==> config.mk <==
export PLATFORM = sky130hd
export DESIGN_NAME = seg7_bcd_scanner
export DESIGN_NICKNAME = d
export VERILOG_FILES = /design/src/rtl/seg7_bcd_scanner.sv
export SDC_FILE = /design/constraint.sdc
export NUM_CORES = 1
export LEC_CHECK = 0
export CAP_MARGIN = 20
export CORE_MARGIN = 3
export CORE_UTILIZATION = 55
export CTS_CLUSTER_SIZE = 16
export DETAILED_ROUTE_END_ITERATION = 8
export PLACE_DENSITY = 0.75
export SYNTH_ARGS = -nofsm -noshare
export SYNTH_HDL_FRONTEND = slang
export SYNTH_SLANG_ARGS = --single-unit
==> constraint.sdc <==
create_clock -name clk -period 5 [get_ports clk]
set_input_delay 0.5 -clock clk [delete_from_list [all_inputs] [get_ports clk]]
set_output_delay 0.5 -clock clk [all_outputs]
set_load 0.1 [all_outputs]
==> src/rtl/seg7_bcd_scanner.sv <==
// seg7_bcd_scanner
// Binary position value -> four BCD digits (sequential double-dabble),
// time-multiplexed onto a 4-anode, active-low seven-segment display.
// Optional feature macro: SEG7_LZB_EN (leading-zero blanking of digits 3..1).
module seg7_bcd_scanner #(
   parameter int VAL_W   = 14,
   parameter int CLK_DIV = 100000
) (
   input  logic             clk,
   input  logic             rst,
   input  logic [VAL_W-1:0] val,
   input  logic             val_valid,
   input  logic             disp_en,
   output logic             busy,
   output logic [3:0]       an,
   output logic [6:0]       seg
);

   localparam int CNT_W = (VAL_W > 1) ? $clog2(VAL_W) : 1;
   localparam int DIV_W = $clog2(CLK_DIV);
   localparam int VMAX  = 9999;
   localparam logic [CNT_W-1:0] LAST_IT  = CNT_W'(VAL_W - 1);
   localparam logic [DIV_W-1:0] DIV_LAST = DIV_W'(CLK_DIV - 1);

   typedef enum logic {S_IDLE, S_CONV} state_t;

   // Values above four decimal digits saturate to 9999.
   function automatic logic [VAL_W-1:0] clamp(input logic [VAL_W-1:0] v);
      if (int'(v) > VMAX) return VAL_W'(VMAX);
      return v;
   endfunction

   // One double-dabble iteration: add 3 to every nibble >= 5, then shift in b.
   function automatic logic [15:0] dabble_step(input logic [15:0] s, input logic b);
      logic [15:0] a;
      a = s;
      for (int k = 0; k < 4; k++) begin
         if (s[4*k +: 4] >= 4'd5) a[4*k +: 4] = s[4*k +: 4] + 4'd3;
      end
      return (a << 1) | 16'(b);
   endfunction

   // Active-low gfedcba glyphs; anything outside 0..9 is dark.
   function automatic logic [6:0] glyph(input logic [3:0] d);
      case (d)
         4'd0:    return 7'b1000000;
         4'd1:    return 7'b1111001;
         4'd2:    return 7'b0100100;
         4'd3:    return 7'b0110000;
         4'd4:    return 7'b0011001;
         4'd5:    return 7'b0010010;
         4'd6:    return 7'b0000010;
         4'd7:    return 7'b1111000;
         4'd8:    return 7'b0000000;
         4'd9:    return 7'b0010000;
         default: return 7'b1111111;
      endcase
   endfunction

   state_t           state_q, state_d;
   logic             busy_q, busy_d;
   logic [CNT_W-1:0] cnt_q, cnt_d;
   logic             pend_vld_q, pend_vld_d;
   logic [VAL_W-1:0] pend_val_q, pend_val_d;
   logic [VAL_W-1:0] bin_q, bin_d;
   logic [15:0]      bcd_q, bcd_d;
   logic [15:0]      digits_q, digits_d;
   logic [DIV_W-1:0] div_q, div_d;
   logic [1:0]       idx_q, idx_d;
   logic [3:0]       an_q, an_d;
   logic [6:0]       seg_q, seg_d;
   logic             tick;
   logic [3:0]       cur_digit;
   logic [3:0]       blank;

   // Converter next state: start from pending slot or strobe, iterate, publish digits.
   always_comb begin
      state_d    = state_q;
      busy_d     = busy_q;
      cnt_d      = cnt_q;
      pend_vld_d = pend_vld_q;
      pend_val_d = pend_val_q;
      bin_d      = bin_q;
      bcd_d      = bcd_q;
      digits_d   = digits_q;
      case (state_q)
         S_IDLE: begin
            if (pend_vld_q) begin
               // A queued value takes precedence; a same-cycle strobe refills the slot.
               bin_d      = pend_val_q;
               bcd_d      = 16'h0000;
               cnt_d      = '0;
               busy_d     = 1'b1;
               state_d    = S_CONV;
               pend_vld_d = 1'b0;
               if (val_valid) begin
                  pend_vld_d = 1'b1;
                  pend_val_d = clamp(val);
               end
            end else if (val_valid) begin
               bin_d   = clamp(val);
               bcd_d   = 16'h0000;
               cnt_d   = '0;
               busy_d  = 1'b1;
               state_d = S_CONV;
            end
         end
         S_CONV: begin
            bcd_d = dabble_step(bcd_q, bin_q[VAL_W-1]);
            bin_d = bin_q << 1;
            cnt_d = cnt_q + 1'b1;
            if (cnt_q == LAST_IT) begin
               // Final iteration result goes straight to the display register.
               digits_d = dabble_step(bcd_q, bin_q[VAL_W-1]);
               busy_d   = 1'b0;
               state_d  = S_IDLE;
            end
            if (val_valid) begin
               pend_vld_d = 1'b1;
               pend_val_d = clamp(val);
            end
         end
         default: state_d = S_IDLE;
      endcase
   end

   // Scan divider and digit index.
   always_comb begin
      tick  = (div_q == DIV_LAST);
      div_d = tick ? '0 : div_q + 1'b1;
      idx_d = tick ? idx_q + 2'd1 : idx_q;
   end

   // Digit selected by the current scan index.
   always_comb begin
      cur_digit = digits_q[3:0];
      case (idx_q)
         2'd0: cur_digit = digits_q[3:0];
         2'd1: cur_digit = digits_q[7:4];
         2'd2: cur_digit = digits_q[11:8];
         2'd3: cur_digit = digits_q[15:12];
         default: cur_digit = digits_q[3:0];
      endcase
   end

   // Leading-zero blanking mask; the units digit is never blanked.
   always_comb begin
      blank = 4'b0000;
`ifdef SEG7_LZB_EN
      blank[3] = (digits_q[15:12] == 4'd0);
      blank[2] = blank[3] && (digits_q[11:8] == 4'd0);
      blank[1] = blank[2] && (digits_q[7:4] == 4'd0);
`else
      blank = 4'b0000;
`endif
   end

   // Next anode/cathode pattern for the current scan index.
   always_comb begin
      an_d  = 4'b1111;
      seg_d = 7'b1111111;
      if (disp_en && !blank[idx_q]) begin
         an_d  = ~(4'b0001 << idx_q);
         seg_d = glyph(cur_digit);
      end
   end

   // Control and display state; reset abandons any conversion and zeroes the digits.
   always_ff @(posedge clk) begin
      if (rst) begin
         state_q    <= S_IDLE;
         busy_q     <= 1'b0;
         cnt_q      <= '0;
         pend_vld_q <= 1'b0;
         digits_q   <= 16'h0000;
         div_q      <= '0;
         idx_q      <= 2'd0;
         an_q       <= 4'b1111;
         seg_q      <= 7'b1111111;
      end else begin
         state_q    <= state_d;
         busy_q     <= busy_d;
         cnt_q      <= cnt_d;
         pend_vld_q <= pend_vld_d;
         digits_q   <= digits_d;
         div_q      <= div_d;
         idx_q      <= idx_d;
         an_q       <= an_d;
         seg_q      <= seg_d;
      end
   end

   // Datapath registers are only meaningful while qualified by control state.
   always_ff @(posedge clk) begin
      pend_val_q <= pend_val_d;
      bin_q      <= bin_d;
      bcd_q      <= bcd_d;
   end

   assign busy = busy_q;
   assign an   = an_q;
   assign seg  = seg_q;

endmodule
==> results.md <==
* R2R Path Start: idx_q[0]
* Slew headroom at 34.76%
* Clk_lat worst skew at 370 ps
* Final setup fails at 0
* Ys async rst share at 0%
* Switch Pwr at 0.0004477 W
* Ports at 30
* Final ANT Viol Nets at 0
* Port Buf Inserts at 29
* Hold Slack at 450.7 ps
* Antenna Cells at 0
* CP Data Required Time at 4500 ps
* Vias in the first global route at 2,842
* Worst-Margin Slew at 975.6 ps
* Leakage power figure at 1.823 nW
* Critical-path cell list: clkdlybuf4s50_1
* Avg WL per Cell at 14.05 um
* Switch share at 25.98%
* Total vias in the final route at 3,044
* Unique masters post-synth at 39
* Setup CP Type: reg -> out
* Critical Path Start Type: register
* Yosys warnings at 0
* Netlist Area Pre-Place at 0.004350 sq mm
* Worst-case clock buffer depth at 2
* Crit path DAT at 1860 ps
* CP max-delay cell: clkdlybuf4s50_1
* Internal at 0.001276 W
* Worst Setup EP: busy
* CP Buf/Inv Count at 1
* Via density at 5.436
* Num rows at 31
* Final nets at 493
* Fmax at 423.5 MHz
* Max Fanout on Critical Path at 2
* Crit path depth at 1
* Mapped Cells at 430
* Reg-to-reg setup timing slack at 2650 ps
* Drt pass-1 iters at 4
* Area after DPL at 0.004702 sq mm
* Pins Over Slew Limit at 0
* Mapped Nets at 467
* Total negative setup slack at 0 ps
* Prevailing post-synth register cell: dfxtp_1
* Inserted Clock Buffers at 9
* Syn avg cell area at 10.12 sq um
* Post-synth EDFFs at 44
* Fraction of layout cells with a size suffix above 1 at 4.989%
* Register area share after synthesis at 54.76%
* Crit path launch: busy
* Routability congestion estimate at 0.7554
* CTS tree: yes
* Die extent in y at 94.94 um
* Clock Power Share at 33.6%
* Fin crit period at 2361 ps
* Maxcap violations at 0
* Final worst-path cycle share at 47.22%
* RSZ-0062 raised after global routing: no
* Root buf cell: clkbuf_8
* Initial antenna violation count at 0
* HPWL Detailed at 5445 um
* Flop pwr share at 53.4%
* Design Area, Final at 0.004966 sq mm
* Cells on worst reg2reg path at 7
* Post_cts resized at 0
* Die width at 94.94 um
* Core Box Area at 0.007447 sq mm
* Max VDD drop at 228.1 uV
* Die Area at 0.009013 sq mm
* Gr ovfl total at 0
* Drc violations at 0
* Final wirelength at 7866 um
* First-pass GRT wire length at 12,970 um
* DRT iter0 DRCs at 147
* Fill count at 618
* Crit end category: primary output
* Area delta synth->final at 14.15%
* Combinational Power Share at 13.0%
* Pin count of the biggest net entering global routing at 33
* Hold Path Class: reg -> reg
* Slowest stage delay, CP at 1140 ps
* Hold Vio Cnt, Final at 0
* Postcts setup bufs at 0
* H-Tree Depth at 3
* CP delay by family, top: buffers and inverters
* TritonCTS Sinks at 97
* Setup Skew at 16.07 ps
* Pwr/cell area at 347.0 mW/mm^2
* GRT Total Usage at 18.59%
* Clk pin slew, worst setup/hold paths at 90 ps
* Outcome: completed
* Initial core utilization at 58.42%
* FF+latch count, synth at 97
* Reg2Reg Capture Point: seg[0]
* CTS Hold Buffers Added at 0
==> registers in the layout (all words and copies together), names as in the netlist <==
register and flops:
digits_q 16, pend_vld_q 1, state_q 1, bin_q 14, div_q 17, idx_q 2, bcd_q 16, pend_val_q 14
cnt_q 4, an 4, busy 1, seg 7
==> worst min-delay path by stage <==
stage	endpoint	slack [ps]	startpoint	cells past startpoint
floorplan	div_q[0]	420	div_q[0]	1
global placement	div_q[0]	430	div_q[0]	1
detailed placement	div_q[0]	440	div_q[0]	1
CTS	div_q[0]	450	div_q[0]	1
global route	digits_q[2]	480	digits_q[2]	2
finish	div_q[0]	450	div_q[0]	1
==> placed cells by master (no fill, tap or decap), types with 2 or more instances in the layout <==
cell type,instances
edfxtp_1,44
dfxtp_1,53
nand2b_1,5
nand3_1,15
xor2_1,9
and2_1,13
buf_4,2
mux2_2,2
o22ai_1,6
mux2i_1,11
clkbuf_8,9
a222oi_1,4
nand2_1,34
a211oi_1,8
nor2_1,54
nor3_1,11
nor3b_1,8
inv_6,3
a21o_1,2
ha_1,19
o211ai_1,2
a21oi_1,31
inv_1,26
or2_2,2
clkdlybuf4s50_1,29
and3_1,5
o21ai_0,12
nand4_1,6
xnor2_1,12
a22oi_1,4
and4_1,2
clkbuf_16,2
nor2b_1,6
==> synthesized netlist by cell type, drive strengths merged (2+ instances only) <==
cell type	number	share of area [%]
o211ai	2	0.35
o21ai	12	1.4
buf	4	0.66
mux2i	11	2.5
o22ai	6	0.86
nor3b	8	1.4
nand4	6	0.86
and3	5	0.72
ha	19	5.5
inv	26	2.2
nor2	54	4.7
a21oi	31	3.6
mux2	2	0.52
nand2b	5	0.72
and2	13	1.9
nor3	11	1.3
xor2	9	1.8
nand3	15	1.7
nor2b	6	0.86
a222oi	4	0.92
and4	2	0.40
xnor2	12	2.4
dfxtp	53	24
edfxtp	44	30
clkbuf	13	1.1
a211oi	8	1.4
a21o	2	0.35
nand2	34	2.9
or2	2	0.29
a22oi	4	0.69
==> cell families after synthesis <==
family | share of synthesized area, %
AO/OA/AOI/OAI | 10.07
XOR/XNOR | 4.228
adder cells (fa/ha/maj) | 5.465
buffers and inverters | 4.027
flip-flops | 54.76
multiplexers | 3.049
AND/OR/NAND/NOR | 18.41
==> metal layers <==
layer | track usage [%] | vias to the layer above | share of wire (%)
li1 | - | 1551 | -
met1 | 23.48 | 1427 | 47
met2 | 31.12 | 51 | 48
met3 | 3.108 | 15 | 3.0
met4 | 8.654 | 0 | 2.3
met5 | 0 | - | 0
==> stage by stage <==
step	setup WS [ps]	instances	power [W]	utilization [%]
final	2639	560	0.001723	66.68
after global placement	2455	542	0.001150	63.04
after global routing	2471	560	0.001798	66.68
after CTS	2608	559	0.001732	66.31
after detailed placement	2438	543	0.001160	63.14
after floorplan	3029	430	0.001092	-
==> power groups by stage <==
| stage | Combinational (W) | Sequential (W) | Clock, W |
|---|---|---|---|
| finish | 0.000225 | 0.000920 | 0.000579 |
| floorplan | 0.000135 | 0.000957 | 0 |
| detailed placement | 0.000221 | 0.000939 | 0 |
| global placement | 0.000213 | 0.000937 | 0 |
| CTS | 0.000223 | 0.000921 | 0.000588 |
| global route | 0.000251 | 0.000926 | 0.000620 |
==> cell type report <==
type / instances / area (sq um) / share of cell area, %
Multi-Input combinational cell: 290 / 1793 / 36.10
Clock buffer: 11 / 173.9 / 3.502
Inverter: 26 / 97.59 / 1.965
Sequential cell: 97 / 2382 / 47.97
Clock inverter: 5 / 62.56 / 1.260
Timing Repair Buffer: 32 / 332.8 / 6.702
Tap cell: 99 / 123.9 / 2.494
(Power assumes the default switching activity.)
==> RTL edit 1: new RTL, config.mk and constraints unchanged <==
Add an input register stage for `val`, `val_valid` and `disp_en`, without a reset; this delays them by one clock.
--- a/src/rtl/seg7_bcd_scanner.sv
+++ b/src/rtl/seg7_bcd_scanner.sv
@@ -25,2 +25,12 @@
    typedef enum logic {S_IDLE, S_CONV} state_t;
+
+   logic [VAL_W-1:0] val_q;
+   logic val_valid_q;
+   logic disp_en_q;
+
+   always_ff @(posedge clk) begin
+      val_q       <= val;
+      val_valid_q <= val_valid;
+      disp_en_q   <= disp_en;
+   end
 
@@ -95,8 +105,8 @@
                pend_vld_d = 1'b0;
-               if (val_valid) begin
+               if (val_valid_q) begin
                   pend_vld_d = 1'b1;
-                  pend_val_d = clamp(val);
+                  pend_val_d = clamp(val_q);
                end
-            end else if (val_valid) begin
-               bin_d   = clamp(val);
+            end else if (val_valid_q) begin
+               bin_d   = clamp(val_q);
                bcd_d   = 16'h0000;
@@ -117,5 +127,5 @@
             end
-            if (val_valid) begin
+            if (val_valid_q) begin
                pend_vld_d = 1'b1;
-               pend_val_d = clamp(val);
+               pend_val_d = clamp(val_q);
             end
@@ -161,3 +171,3 @@
       seg_d = 7'b1111111;
-      if (disp_en && !blank[idx_q]) begin
+      if (disp_en_q && !blank[idx_q]) begin
          an_d  = ~(4'b0001 << idx_q);
Function: changed (Yosys sat finds a counterexample within 4 cycles, from zero or initial values and one cycle with rst high).
==> RTL edit 1 against the original RTL <==
- final area rose by 13%
- synthesized area rose by 7.3%
- setup slack got worse by 170 ps
- total power rose by 38%
- clock skew fell by 7.2 ps
- die area rose by 6.8%
- first-iteration DRC count rose by 8.2%
- sequential cell count rose by 16
- routed wire length rose by 6.0%
==> RTL edit 1: results (changes against the original RTL) <==
| Metric | Value |
|---|---|
| Status | `finished, final reports clean` |
| LEAKAGE | `2.139 nW (+17%)` |
| Final GP Congestion | `0.8250 (+9.2%)` |
| Most common cell after layout, fill and taps aside | `dfxtp_1` |
| Buffers on Ports | `29 (unchanged)` |
| VDD IR max | `0.2932 mV (+29%)` |
| Share of layout cells above drive strength 1 | `0.07302 (+0.02313)` |
| P_sw | `0.5863 mW (+31%)` |
| CP max stage cell | `clkdlybuf4s50_1` |
| Ranking of synthesized cells by area | `dfxtp_1 30%, edfxtp_1 28%, ha_1 5.1%` |
| Drt initial violations | `159 (+8.2%)` |
| Fin nets | `517 (+4.9%)` |
| Yosys cell types | `38 (-2.6%)` |
| EDFF count, synth | `44 (unchanged)` |
| Post-synthesis async set-or-reset flop share | `0 (unchanged)` |
| Vias in the first global route | `3176 (+12%)` |
| Warnings, synthesis | `0 (unchanged)` |
| Met1 usage | `0.2267 (-0.008106)` |
| Vias/cell | `5.434 (about the same)` |
| Routed wire length | `8.340 mm (+6.0%)` |
| Seq/Total Area, Yosys | `0.5789 (+0.03133)` |
| Post-CTS Resized | `0 (unchanged)` |
| Top post-synthesis cells by count | `69 x dfxtp_1, 55 x nor2_1, 44 x edfxtp_1` |
| Antenna violations before repair | `0 (unchanged)` |
| Clock transition at path regs | `60 ps (-30 ps)` |
| Max Root-Sink Buffers | `2 (unchanged)` |
| Mean routed wirelength per cell | `14.02 um (-0.21%)` |
| Dpl cells | `562 (+3.5%)` |
| DPL Wire Length | `5.451 mm (+0.11%)` |
| First-pass GRT wire length | `14.61 mm (+13%)` |
| Syn Inst Count | `446 (+3.7%)` |
| Root buffer cell | `clkbuf_8` |
| H-tree levels | `4 (+1)` |
| FILL cells | `582 (-5.8%)` |
| Worst slew margin relative to its limit | `0.3296 (-0.01800)` |
| Arrival @ worst endpoint | `2030 ps (+170 ps)` |
| Post-CTS Setup Bufs | `0 (unchanged)` |
| Clk_skew | `8.846 ps (-7.224 ps)` |
| GRT met2 Usage | `0.3215 (+0.01025)` |
| Hold Path Class | `in2reg` |
| Critical path's top delay family | `buffers and inverters` |
| Largest stage delay on the critical path | `~1200 ps` |
| Drt pass-1 iters | `4 (unchanged)` |
| Synth Net Count | `483 (+3.4%)` |
| Largest net degree at the start of global routing | `31 (-6.1%)` |
| Largest regs | `div_q x17, bcd_q x16, digits_q x16` |
| Count of hold-fix buffers inserted at cts | `0 (unchanged)` |
| Tot GR Track Use | `0.1872 (+0.001247)` |
| Max FO, Critical Path | `2 (unchanged)` |
| Met3 Use GR | `0.04929 (+0.01821)` |
| ANT cells | `0 (unchanged)` |
| Cts bufs inserted | `17 (+8)` |
| Clk Latency, worst-skew pair | `510 ps (+140 ps)` |
==> RTL edit 1: cell count changes in the layout (fill, tap and decap cells not counted), moves of 3 or more <==
cell       unedited run  this run
clkbuf_16             2        16
clkbuf_8              9         2
dfxtp_1              53        69
inv_4                 1         4
nand2_1              34        40
nand3_1              15         8
==> RTL edit 1: area by class of cell <==
| class | instances | share of cell area |
|---|---|---|
| timing repair buffer | 32 | 0.05948 |
| multi-input combinational | 290 | 0.3204 |
| inverter | 26 | 0.01744 |
| clock buffer | 20 | 0.07782 |
| sequential | 113 | 0.4830 |
| clock inverter | 12 | 0.01901 |
| tap | 102 | 0.02281 |
==> RTL edit 1: metrics by stage <==
step / instance area [sq um] / util / total power, mW / worst slack (ps)
floorplan: 4668 / - / 1.240 / 3063
global placement: 5019 / 0.6299 / 1.296 / 2456
detailed placement: 5026 / 0.6308 / 1.307 / 2397
CTS: 5568 / 0.6988 / 2.394 / 2452
global route: 5595 / 0.7023 / 2.480 / 2449
finish: 5595 / 0.7023 / 2.378 / 2473
==> RTL edit 1: metal layers <==
| metal | up-vias | routed length [um] | share of wire |
|---|---|---|---|
| met2 | 82 | 4217 | 0.51 |
| met1 | 1525 | 3640 | 0.44 |
| met5 | - | 0 | 0 |
| li1 | 1615 | - | - |
| met4 | 0 | 99 | 0.012 |
| met3 | 11 | 383 | 0.046 |
==> RTL edit 1: cells by family after synthesis <==
group	after synthesis	share of synthesized area
mux	14	0.03056
flops	113	0.5789
buf+inv	43	0.03698
fa+ha+maj	19	0.05093
compound gates	70	0.09166
xor+xnor	21	0.03940
simple gates	166	0.1715
==> RTL edit 1: worst register-to-register path: cells and delay by family, from the launching register on <==
kind                       cells  cell delay (ps)
DFF                            1              350
adders and majority gates      1              290
AOI/OAI and AO/OA              2              470
muxes                          1              290
and+or+nand+nor                2              660
buffers and inverters          1              100
==> RTL edit 1: final timing paths <==
| kind | to | from | cells after the start | slack [ps] |
|---|---|---|---|---|
| worst max-delay path | busy | busy | 1 | 2470 |
| worst max register to register | seg[0] | idx_q[0] | 7 | 2770 |
| worst min register to register | div_q[0] | div_q[0] | 1 | 440 |
| worst min-delay path | val_q[7] | val[7] | 1 | 440 |
==> RTL edit 1: power groups by stage <==
| stage | sequential, mW | clock, mW | combinational (mW) |
|---|---|---|---|
| final | 1.07 | 1.09 | 0.227 |
| after global placement | 1.08 | 0 | 0.215 |
| after floorplan | 1.10 | 0 | 0.140 |
| after CTS | 1.07 | 1.10 | 0.226 |
| after detailed placement | 1.08 | 0 | 0.224 |
| after global routing | 1.07 | 1.15 | 0.255 |
==> RTL edit 2: new RTL, config.mk and constraints unchanged <==
Made on the original files. Add a define of `SEG7_LZB_EN`.
--- a/src/rtl/seg7_bcd_scanner.sv
+++ b/src/rtl/seg7_bcd_scanner.sv
@@ -4,2 +4,4 @@
 // Optional feature macro: SEG7_LZB_EN (leading-zero blanking of digits 3..1).
+`define SEG7_LZB_EN
+
 module seg7_bcd_scanner #(
Function: no difference found for any inputs over 10 cycles, from zero or initial values and one cycle with rst high; that may be too few to reach the edited logic, so the function may still have changed.
==> RTL edit 2 against the original RTL <==
- sequential share of layout area shrank 0.19 points
- synthesized area up 2.2%
- critical path type unchanged
- final area is 0.40% higher
- total power fell by 6.8%
- fmax grew 0.95%
- count of clock-buffer cells in the layout decreased by 2
- routed wire length up 0.92%
- clock power is 20% lower
- critical path depth is the same
- final cell count rose by 2.7%
- sequential cell count is the same
- first-iteration DRC count shrank 7.5%
- global-route usage up 0.23 points
- setup slack gained 22 ps
==> RTL edit 2: results (changes against the original RTL) <==
| Metric | Value |
|---|---|
| Status | `finished, final reports clean` |
| Ranking of synthesized cells by area | `edfxtp_1 30%, dfxtp_1 24%, ha_1 5.3%` |
| Cell area after layout | `4986 sq um (+0.40%)` |
| DPL Wire Length | `5.550 mm (+1.9%)` |
| Vias in the first global route | `2961 (+4.2%)` |
| Final GP Congestion | `0.8015 (+6.1%)` |
| Antenna violations before repair | `0 (unchanged)` |
| LEAKAGE | `1.827 nW (+0.21%)` |
| Met3 routed WL | `281 um (+18%)` |
| Clk Latency, worst-skew pair | `350 ps (-20 ps)` |
| Worst-margin pin slew | `1007 ps (+31.90 ps)` |
| Post-Synth XOR/XNOR Area | `0.03938 (-0.002897)` |
| Vias | `3116 (+2.4%)` |
| Mux cell area share after synthesis | `0.03797 (+0.007489)` |
| Seq/Total Area, Yosys | `0.5356 (-0.01201)` |
| Critical Path Start | `busy` |
| CP max stage cell | `clkdlybuf4s50_1` |
| Met2 wire length | `3.688 mm (-2.2%)` |
| Clock power frac | `0.290 (-0.046)` |
| Adder-cell share of the synthesized area | `0.05345 (-0.001199)` |
| R2r worst-path depth | `9 (+2)` |
| Fin nets | `505 (+2.4%)` |
| Ys flop type | `dfxtp_1` |
| Met1 WL | `3.799 mm (+3.4%)` |
| Reg2reg end | `seg[6]` |
| Switching share of power | `0.2774 (+0.01756)` |
| Share of layout cells above drive strength 1 | `0.06342 (+0.01353)` |
| Tot GR Track Use | `0.1882 (+0.002287)` |
| P_sw | `0.4457 mW (-0.45%)` |
| Drt initial violations | `136 (-7.5%)` |
| VDD IR max | `0.1616 mV (-29%)` |
| ANT cells | `0 (unchanged)` |
| Hold depth | `2 (+1)` |
| Synth Net Count | `478 (+2.4%)` |
| Top post-synthesis cells by count | `58 x nor2_1, 53 x dfxtp_1, 45 x nand2_1` |
| Yosys cell types | `47 (+21%)` |
| Largest net degree at the start of global routing | `28 (-15%)` |
| Drt pass-1 iters | `6 (+2)` |
| Clk_skew | `14.08 ps (-1.984 ps)` |
| Buffers on Ports | `29 (unchanged)` |
| Synth Area in Compound Gates | `0.1024 (+0.001730)` |
| Flop pwr share | `0.574 (+0.040)` |
| Largest regs | `div_q x17, bcd_q x16, digits_q x16` |
| Arrival @ worst endpoint | `1840 ps (-20 ps)` |
| R2R setup slack | `2820 ps (+170 ps)` |
| Placed cell area | `4806 sq um (+2.2%)` |
| Hold Path Class | `reg2reg` |
| First-pass GRT wire length | `13.43 mm (+3.6%)` |
| Post-CTS Setup Bufs | `0 (unchanged)` |
| Mean routed wirelength per cell | `13.81 um (-1.7%)` |
| Critical R2R Launch | `idx_q[1]` |
| FILL cells | `658 (+6.5%)` |
-- RTL edit 2: cell types whose count changed in the layout (fill, tap and decap cells not counted), sizes merged, moves of 2 or more --
cell    change
nor2        +4
and3        -2
nor3        -4
a21o        -2
nand2      +11
clkinv      +2
nor4        +4
nand3       -2
inv         +2
-- RTL edit 2: kinds of logic after synthesis --
| group | after synthesis |
|---|---|
| simple gates | 176 |
| xor+xnor | 20 |
| flops | 97 |
| buf+inv | 44 |
| fa+ha+maj | 19 |
| mux | 15 |
| compound gates | 70 |
-- RTL edit 2: how the worst min path moves through the flow --
stage,start,end
4_1_cts,digits_q[0],digits_q[0]
3_3_place_gp,div_q[0],div_q[0]
6_report,digits_q[0],digits_q[0]
5_1_grt,digits_q[0],digits_q[0]
3_5_place_dp,digits_q[0],digits_q[0]
2_1_floorplan,div_q[0],div_q[0]
-- RTL edit 2: layer usage --
metal / vias to the layer above / GRT usage
met3: 17 / 0.03127
met4: 0 / 0.08531
li1: 1583 / -
met2: 66 / 0.3011
met5: - / 0
met1: 1450 / 0.2511
-- RTL edit 2: layout make-up --
cell class / count / area share
flip-flops and latches: 97 / 0.4778
multi-input cells: 300 / 0.3769
repair buffers: 33 / 0.06424
well taps: 102 / 0.02560
clock buffers: 9 / 0.02484
inverters: 27 / 0.02083
clock inverters: 7 / 0.009787
-- RTL edit 2: metrics by stage --
step,hold slack (ps),setup slack [ps],instances
after CTS,460.4,2495,574
after global routing,477.0,2627,575
after detailed placement,448.6,2095,558
after global placement,444.4,2189,558
after floorplan,425.9,3007,441
final,459.8,2661,575
-- RTL edit 2: worst reg2reg max path, delay by kind of cell (launching register included) --
kind,cells,cell delay [ps]
simple gates,1,60
fa+ha+maj,2,450
mux,2,540
compound gates,2,460
flops,1,410
buf+inv,2,160
